==> src/rtl/mio_bus_responder.sv <==
// CPU bus responder: routes word accesses either to an external synchronous RAM
// or to a small IO block (LED/switch port plus a countdown timer with interrupt).
module mio_bus_responder #(
  parameter int WAIT_CYCLES = 2
) (
  input  logic        clk,
  input  logic        reset,
  input  logic        breq_i,
  input  logic        mem_w,
  input  logic [31:0] addr_in,
  input  logic [31:0] data_from_cpu,
  output logic [31:0] data_to_cpu,
  output logic        MIO_ready,
  output logic [9:0]  ram_addr,
  output logic [31:0] ram_din,
  output logic        ram_we,
  input  logic [31:0] ram_dout,
  input  logic [15:0] switch_in,
  output logic [15:0] led_out,
  output logic        Ireq,
  input  logic        Iack
);

  typedef enum logic [1:0] {
    IDLE     = 2'd0,
    RAM_WAIT = 2'd1,
    DONE     = 2'd2
  } state_t;

  localparam logic [3:0] WAIT_LOAD  = 4'(WAIT_CYCLES - 1);
  localparam logic [1:0] OFF_LED    = 2'd0;
  localparam logic [1:0] OFF_COUNT  = 2'd1;
  localparam logic [1:0] OFF_CTRL   = 2'd2;
  localparam logic [1:0] OFF_STATUS = 2'd3;

  state_t      state_q, state_d;
  logic [9:0]  word_addr_q, word_addr_d;
  logic [31:0] wdata_q, wdata_d;
  logic        wr_q, wr_d;
  logic        io_q, io_d;
  logic [3:0]  wait_q, wait_d;
  logic        ready_q, ready_d;
  logic        we_q, we_d;
  logic [31:0] io_rdata_q, io_rdata_d;

  logic [15:0] led_q, led_d;
  logic [31:0] count_q, count_d;
  logic [31:0] reload_q, reload_d;
  logic [1:0]  ctrl_q, ctrl_d;
  logic        pending_q, pending_d;

  logic        req_io;
  logic        io_wr;
  logic [1:0]  io_off;
  logic [31:0] io_read_val;
  logic        timer_set;
  logic        pending_clr;
  logic        unused_addr_bits;

  assign req_io           = (addr_in[31:28] == 4'hF);
  assign io_off           = addr_in[3:2];
  assign io_wr            = (state_q == IDLE) && breq_i && req_io && mem_w;
  assign unused_addr_bits = ^{addr_in[27:12], addr_in[1:0]};

  always_comb begin
    io_read_val = '0;
    case (io_off)
      OFF_LED:    io_read_val = {16'b0, switch_in};
      OFF_COUNT:  io_read_val = count_q;
      OFF_CTRL:   io_read_val = {30'b0, ctrl_q};
      OFF_STATUS: io_read_val = {31'b0, pending_q};
      default:    io_read_val = '0;
    endcase
  end

  // IO requests complete on the capture edge; RAM requests wait WAIT_CYCLES first.
  always_comb begin
    state_d     = state_q;
    word_addr_d = word_addr_q;
    wdata_d     = wdata_q;
    wr_d        = wr_q;
    io_d        = io_q;
    wait_d      = wait_q;
    ready_d     = 1'b0;
    we_d        = 1'b0;
    io_rdata_d  = '0;
    case (state_q)
      IDLE: begin
        if (breq_i) begin
          word_addr_d = addr_in[11:2];
          wdata_d     = data_from_cpu;
          wr_d        = mem_w;
          io_d        = req_io;
          if (req_io) begin
            state_d = DONE;
            ready_d = 1'b1;
            if (!mem_w) begin
              io_rdata_d = io_read_val;
            end
          end else begin
            state_d = RAM_WAIT;
            wait_d  = WAIT_LOAD;
            we_d    = mem_w;
          end
        end
      end
      RAM_WAIT: begin
        if (wait_q == 4'd0) begin
          state_d = DONE;
          ready_d = 1'b1;
        end else begin
          wait_d = wait_q - 4'd1;
        end
      end
      DONE: begin
        state_d = IDLE;
      end
      default: begin
        state_d = IDLE;
      end
    endcase
  end

  // A count write reloads both registers and suppresses that cycle's decrement.
  always_comb begin
    led_d     = led_q;
    ctrl_d    = ctrl_q;
    count_d   = count_q;
    reload_d  = reload_q;
    timer_set = 1'b0;
    if (io_wr && (io_off == OFF_COUNT)) begin
      count_d  = data_from_cpu;
      reload_d = data_from_cpu;
    end else if (ctrl_q[0]) begin
      if (count_q != 32'd0) begin
        count_d   = count_q - 32'd1;
        timer_set = (count_q == 32'd1);
      end else if (ctrl_q[1]) begin
        count_d = reload_q;
      end
    end
    if (io_wr && (io_off == OFF_LED)) begin
      led_d = data_from_cpu[15:0];
    end
    if (io_wr && (io_off == OFF_CTRL)) begin
      ctrl_d = data_from_cpu[1:0];
    end
    pending_clr = Iack || (io_wr && (io_off == OFF_STATUS) && data_from_cpu[0]);
    if (timer_set) begin
      pending_d = 1'b1;
    end else if (pending_clr) begin
      pending_d = 1'b0;
    end else begin
      pending_d = pending_q;
    end
  end

  always_ff @(posedge clk or negedge reset) begin
    if (!reset) begin
      state_q     <= IDLE;
      word_addr_q <= '0;
      wdata_q     <= '0;
      wr_q        <= 1'b0;
      io_q        <= 1'b0;
      wait_q      <= '0;
      ready_q     <= 1'b0;
      we_q        <= 1'b0;
      io_rdata_q  <= '0;
      led_q       <= '0;
      count_q     <= '0;
      reload_q    <= '0;
      ctrl_q      <= '0;
      pending_q   <= 1'b0;
    end else begin
      state_q     <= state_d;
      word_addr_q <= word_addr_d;
      wdata_q     <= wdata_d;
      wr_q        <= wr_d;
      io_q        <= io_d;
      wait_q      <= wait_d;
      ready_q     <= ready_d;
      we_q        <= we_d;
      io_rdata_q  <= io_rdata_d;
      led_q       <= led_d;
      count_q     <= count_d;
      reload_q    <= reload_d;
      ctrl_q      <= ctrl_d;
      pending_q   <= pending_d;
    end
  end

  assign MIO_ready = ready_q;
  assign ram_we    = we_q;
  assign ram_addr  = word_addr_q;
  assign ram_din   = wdata_q;
  assign led_out   = led_q;
  assign Ireq      = pending_q;

  // ram_dout is the RAM's own output register; holding ram_addr through DONE keeps
  // it valid there even when WAIT_CYCLES is 1.
  always_comb begin
    data_to_cpu = '0;
    if (ready_q) begin
      if (io_q) begin
        data_to_cpu = io_rdata_q;
      end else if (!wr_q) begin
        data_to_cpu = ram_dout;
      end
    end
  end

endmodule

==> config.mk <==
export PLATFORM = sky130hd
export DESIGN_NAME = mio_bus_responder
export DESIGN_NICKNAME = d
export VERILOG_FILES = /design/src/rtl/mio_bus_responder.sv
export SDC_FILE = /design/constraint.sdc
export NUM_CORES = 1
export LEC_CHECK = 0
export CORE_UTILIZATION = 36
export CTS_CLUSTER_SIZE = 24
export DETAILED_ROUTE_END_ITERATION = 8
export PLACE_DENSITY = 0.65
export SYNTH_ARGS = -nofsm -noshare
export SYNTH_HDL_FRONTEND = slang
export SYNTH_SLANG_ARGS = --single-unit
==> constraint.sdc <==
create_clock -name clk -period 5.41 [get_ports clk]
set_clock_uncertainty 0.05 [all_clocks]
set_input_delay 1.082 -clock clk [delete_from_list [all_inputs] [get_ports clk]]
set_output_delay 1.082 -clock clk [all_outputs]
set_load 0.01 [all_outputs]
=== Yosys cells after proc, flatten, opt, wreduce, memory -nomap -nowiden ===
Index checks and enable logic that the tools add are counted.

* Reductions and logical operators: 21
* Multiplexer cells: 32
* Add/sub/neg operators: 2
* Equal/unequal tests: 10

{| class="wikitable"
|+ Operators with widths
! cell !! number
|-
| 2-to-1 mux 32 bit || 11
|-
| one-hot mux 32 bit (4 select lines) || 1
|-
| equality test 32 x 1 -> 1 bit, second input constant || 1
|-
| nonzero test 32 bit || 1
|-
| subtractor 32 x 1 -> 32 bit, second input constant || 1
|-
| 2-to-1 mux 4 bit || 3
|-
| 2-to-1 mux 1 bit || 11
|-
| logical AND 1 bit || 8
|-
| inequality test 2 bit, second input constant || 4
|-
| one-hot mux 4 bit (2 select lines) || 1
|-
| 2-to-1 mux 2 bit || 3
|-
| AND reduction 2 bit || 3
|-
| nonzero test 2 bit || 3
|-
| equality test 2 x 1 -> 1 bit, second input constant || 2
|-
| equality test 2 bit, second input constant || 2
|-
| equality test 4 bit, second input constant || 1
|-
| logical NOT 2 bit || 2
|-
| logical NOT 4 bit || 1
|-
| one-hot mux 2 bit (2 select lines) || 1
|-
| AND reduction 4 bit || 1
|-
| subtractor 4 x 1 -> 4 bit, second input constant || 1
|-
| nonzero test 3 bit || 1
|-
| one-hot mux 1 bit (2 select lines) || 1
|-
| logical OR 1 bit || 1
|}

* Bits in registers: 167
* Word-level logic and storage cells: 79
* Input port bits: 117
* Output and inout port bits: 93

=== Logic depth before layout (Yosys ltp) ===
* Depth in word-level cells: 9
* Gate-level depth with buffers: 10
* Gate-level depth less buffers: 8

=== Least setup slack after synthesis ===
OpenSTA, ideal clock, no wires.

* Kind: input port to flip-flop
* Start point: in breq_i
* End point: reg count_q[31]
* Buffers on the path: 3
* Arrival time: 3.066 ns
* Path slack: 2.212 ns
* Data required time: 5.278 ns
* Cell stages on the path: 7
* Setup time: 0.082 ns
* Cell sequence: or3b_2 > clkbuf_1 > nor4_1 > clkbuf_1 > clkbuf_1 > nand2_1 > a31oi_1

* Cells in the longest elaborated chain, start to end: 6
* Elaborated cells on any way between the ends: 8
* Classes of those cells: mux (1); reduce/logical (7)

{| class="wikitable"
|+ RTL lines
! what !! RTL line !! source
|-
| start: declaration || 8 || <nowiki>input logic breq_i,</nowiki>
|-
| logical AND 1 bit (*) (3 in a row) || 62 || <nowiki>assign io_wr = (state_q == IDLE) && breq_i && req_io && mem_w;</nowiki>
|-
| logical AND 1 bit (*) || 131 || <nowiki>if (io_wr && (io_off == OFF_COUNT)) begin</nowiki>
|-
| nonzero test 3 bit (no line) / nonzero test 2 bit (equally long branches) || n/a ||
|-
| AND reduction 2 bit (no line) || n/a ||
|-
| end signal: assignment || 185 || <nowiki>count_q <= count_d;</nowiki>
|-
| end: declaration || 47 || <nowiki>logic [31:0] count_q, count_d;</nowiki>
|}

Mark *: on every way between the ends. The rest lies on a longest branch, timed or not.
A chain may end at the register's enable or synchronous reset.

=== Final worst setup path ===
* Start point: reg io_q
* End point: out data_to_cpu[13]

* Cells in the longest elaborated chain, start to end: 2

{| class="wikitable"
|+ RTL lines
! what !! RTL line !! source
|-
| start: declaration || 40 || <nowiki>logic io_q, io_d;</nowiki>
|-
| start signal: assignment || 179 || <nowiki>io_q <= io_d;</nowiki>
|-
| 2-to-1 mux 32 bit || 204 || <nowiki>if (io_q) begin</nowiki>
|-
| 2-to-1 mux 32 bit || 203 || <nowiki>if (ready_q) begin</nowiki>
|-
| end: declaration || 12 || <nowiki>output logic [31:0] data_to_cpu,</nowiki>
|}

Every way passes these cells.

==> run metrics <==
number of gates resized after cts 0; # clock sinks 167; Avg Cell Area, Syn 9.255 um^2; maximum number of pins on one net before global-route repair 101; largest cells by area after synthesis dfrtp_1, nand2_1, a22oi_1; run status finished, final reports clean; antenna violations before repair 0; detailed-routing iteration count for the pre-antenna-repair pass 5; Critical Path AT 2520 ps; remaining design rule violation count 0; GRT Total Usage 0.2107; first-pass GRT wire length 36.25 mm; initial DRC count 446; CP Launch Type register; std cell rows 53; core area 21,220 um^2; Die Outline Area 22,470 um^2; Static Leakage 4.937 nW; mean routed wirelength per cell 17.52 um; fraction of the cycle the final worst path needs 0.6749; max capacitance violation total 0; number of endpoints failing setup at the final stage 0; number of vias in the routed layout 6,836; pwr dens 417.9 nW/um^2; overall die height 149.9 um; Final ANT Viol Nets 0; io pins 210; path type of the worst min-delay path reg -> reg; HPWL reported at the end of detailed placement 15.56 mm; maximum frequency from static timing analysis 273.9 MHz; number of antenna repair diodes 0; Worst Tran Pin Value 1090 ps; starting density of the core 0.3712; cell count after placement 1,272; summed negative setup slack over all endpoints 0 ps; Net Count, Synth 972; fraction of registers with async set/reset 1.000; worst setup path category reg -> out; Post-Route WL 22.85 mm; Vias/cell 5.242; top cell types by occurrence after synthesis nand2_1, dfrtp_1, nor2_1; gate count after technology mapping 851; most frequently used cell type in the post-synthesis netlist nand2_1; Congestion Overflow GR 0; count of flip-flops with a built-in enable after synthesis 0; number of register bits inferred by synthesis 167; maximum clock path buffer count 2; most used flip-flop cell after synthesis dfrtp_1; tightest hold margin 422.5 ps; relative slew slack 0.2678; cell at the root of the clock tree clkbuf_16; hold violation total from the final report 0; WP data required 4280 ps; number of nets at the end of the flow 1,137; post-CTS repair timing setup buffer count 0; die width 149.9 um; number of global-route vias before repair 6,699; setup repair after global routing missed its margin false; number of buffers added by the clock tree synthesis step 17; cell area after technology mapping 7876 um^2; fin crit period 3651 ps; fraction of final layout cells with drive strength greater than 1 0.07191; htree depth 4; CTS Hold Buffers Added 0; largest area contributor in the synthesized netlist dfrtp_1; final weighted congestion in routability-driven placement 0.8718; Clock Latency Late Sink 430 ps; largest fanout on the critical path 31; post-synth cell types 58; register clock-pin slew on the reported worst setup and hold paths 70 ps; part of the Yosys area used for sequential elements 0.5306; post-synthesis to final-layout area growth 34.84%; clock tree from TritonCTS built; final instance count without filler cells 1,304; number of warnings issued by yosys 0; number of pins with negative max-slew slack in the final report 0; fraction of synthesized cell area taken by the top area cell type 0.5306; quantity of I/O buffers inserted on ports 191; worst ir drop on vdd 0.2301 mV; Crit. End Element output port
-- metal layers --
| metal | part of all wire | track usage | wire [um] | vias up |
|---|---|---|---|---|
| met5 | 0 | 0 | 0 | - |
| met4 | 0.015 | 0.07071 | 334 | 0 |
| met3 | 0.069 | 0.04268 | 1567 | 27 |
| met2 | 0.46 | 0.3361 | 10620 | 266 |
| met1 | 0.45 | 0.2848 | 10330 | 3288 |
| li1 | - | - | - | 3255 |
-- per-stage QoR --
stage                 util  total power [W]  setup WS [ps]  cell area [um^2]
finish              0.5005         0.004438           1759             10620
global route        0.5005         0.004707           1620             10620
global placement    0.4715         0.003142           1351             10010
detailed placement  0.4715         0.003172           1343             10010
floorplan                -         0.002448           2212              7876
CTS                 0.5005         0.004486           1691             10620
-- kinds of logic after synthesis --
logic type                 after synthesis  share of synthesized area
AOI/OAI and AO/OA                      128                     0.1123
xor gates and xnor gates                10                    0.01112
adders and majority gates                4                   0.006355
buffers and inverters                   71                    0.03606
DFF                                    167                     0.5306
muxes                                   38                    0.05290
and+or+nand+nor                        433                     0.2507
-- registers in the layout (all words and copies together), names as in the netlist --
| signal | count |
|---|---|
| MIO_ready | 1 |
| io_rdata_q | 32 |
| ram_din | 32 |
| io_q | 1 |
| ram_addr | 10 |
| state_q | 2 |
| reload_q | 32 |
| Ireq | 1 |
| led_out | 16 |
| count_q | 32 |
| ram_we | 1 |
| wait_q | 4 |
| wr_q | 1 |
| ctrl_q | 2 |
-- worst max-delay path, cell delays in order (launching register included) --
cell and delay (ps):
dfrtp_1 510, buf_4 290, nor2_2 100, buf_4 310, a22oi_1 110, nor2b_1 190
clkdlybuf4s50_1 560
-- cells in the final DEF (no fill, tap or decap), drive strengths merged, types with 17 or more instances in the layout --
cell / Yosys / routed
a22oi: 31 / 31
and3: 19 / 19
mux2i: 18 / 18
clkbuf: 45 / 17
nor2b: 33 / 33
o21ai: 19 / 19
nor2: 47 / 47
dfrtp: 167 / 167
clkdlybuf4s50: 0 / 190
nand2: 248 / 248
inv: 14 / 22
nand3: 20 / 20
a21oi: 22 / 22
mux2: 19 / 19
-- power by group --
group          leakage, nW  internal (W)  switching [W]
clock network        0.307      0.000740       0.000551
registers             2.19       0.00151       0.000232
logic                 2.44      0.000703       0.000703
total                 4.94       0.00295        0.00149
-- layout make-up --
cell class | count | area, um^2
well taps | 275 | 344.1
clock buffers | 17 | 425.4
multi-input cells | 613 | 3427
repair buffers | 203 | 2003
clock inverters | 15 | 188.9
inverters | 14 | 52.55
fillers | 1970 | 10600
flip-flops and latches | 167 | 4179
-- worst paths after layout --
check,startpoint,slack [ps],cells past startpoint,end
min in group asynchronous,reset,680,1,ram_din[8]
max in group asynchronous,reset,3520,2,io_rdata_q[10]
min,ram_din[14],420,2,ram_din[14]
min reg2reg,ram_din[14],420,2,ram_din[14]
max reg2reg,count_q[27],2000,7,count_q[15]
max,io_q,1760,6,data_to_cpu[13]
Note: power is estimated with default switching activity, not from simulation.
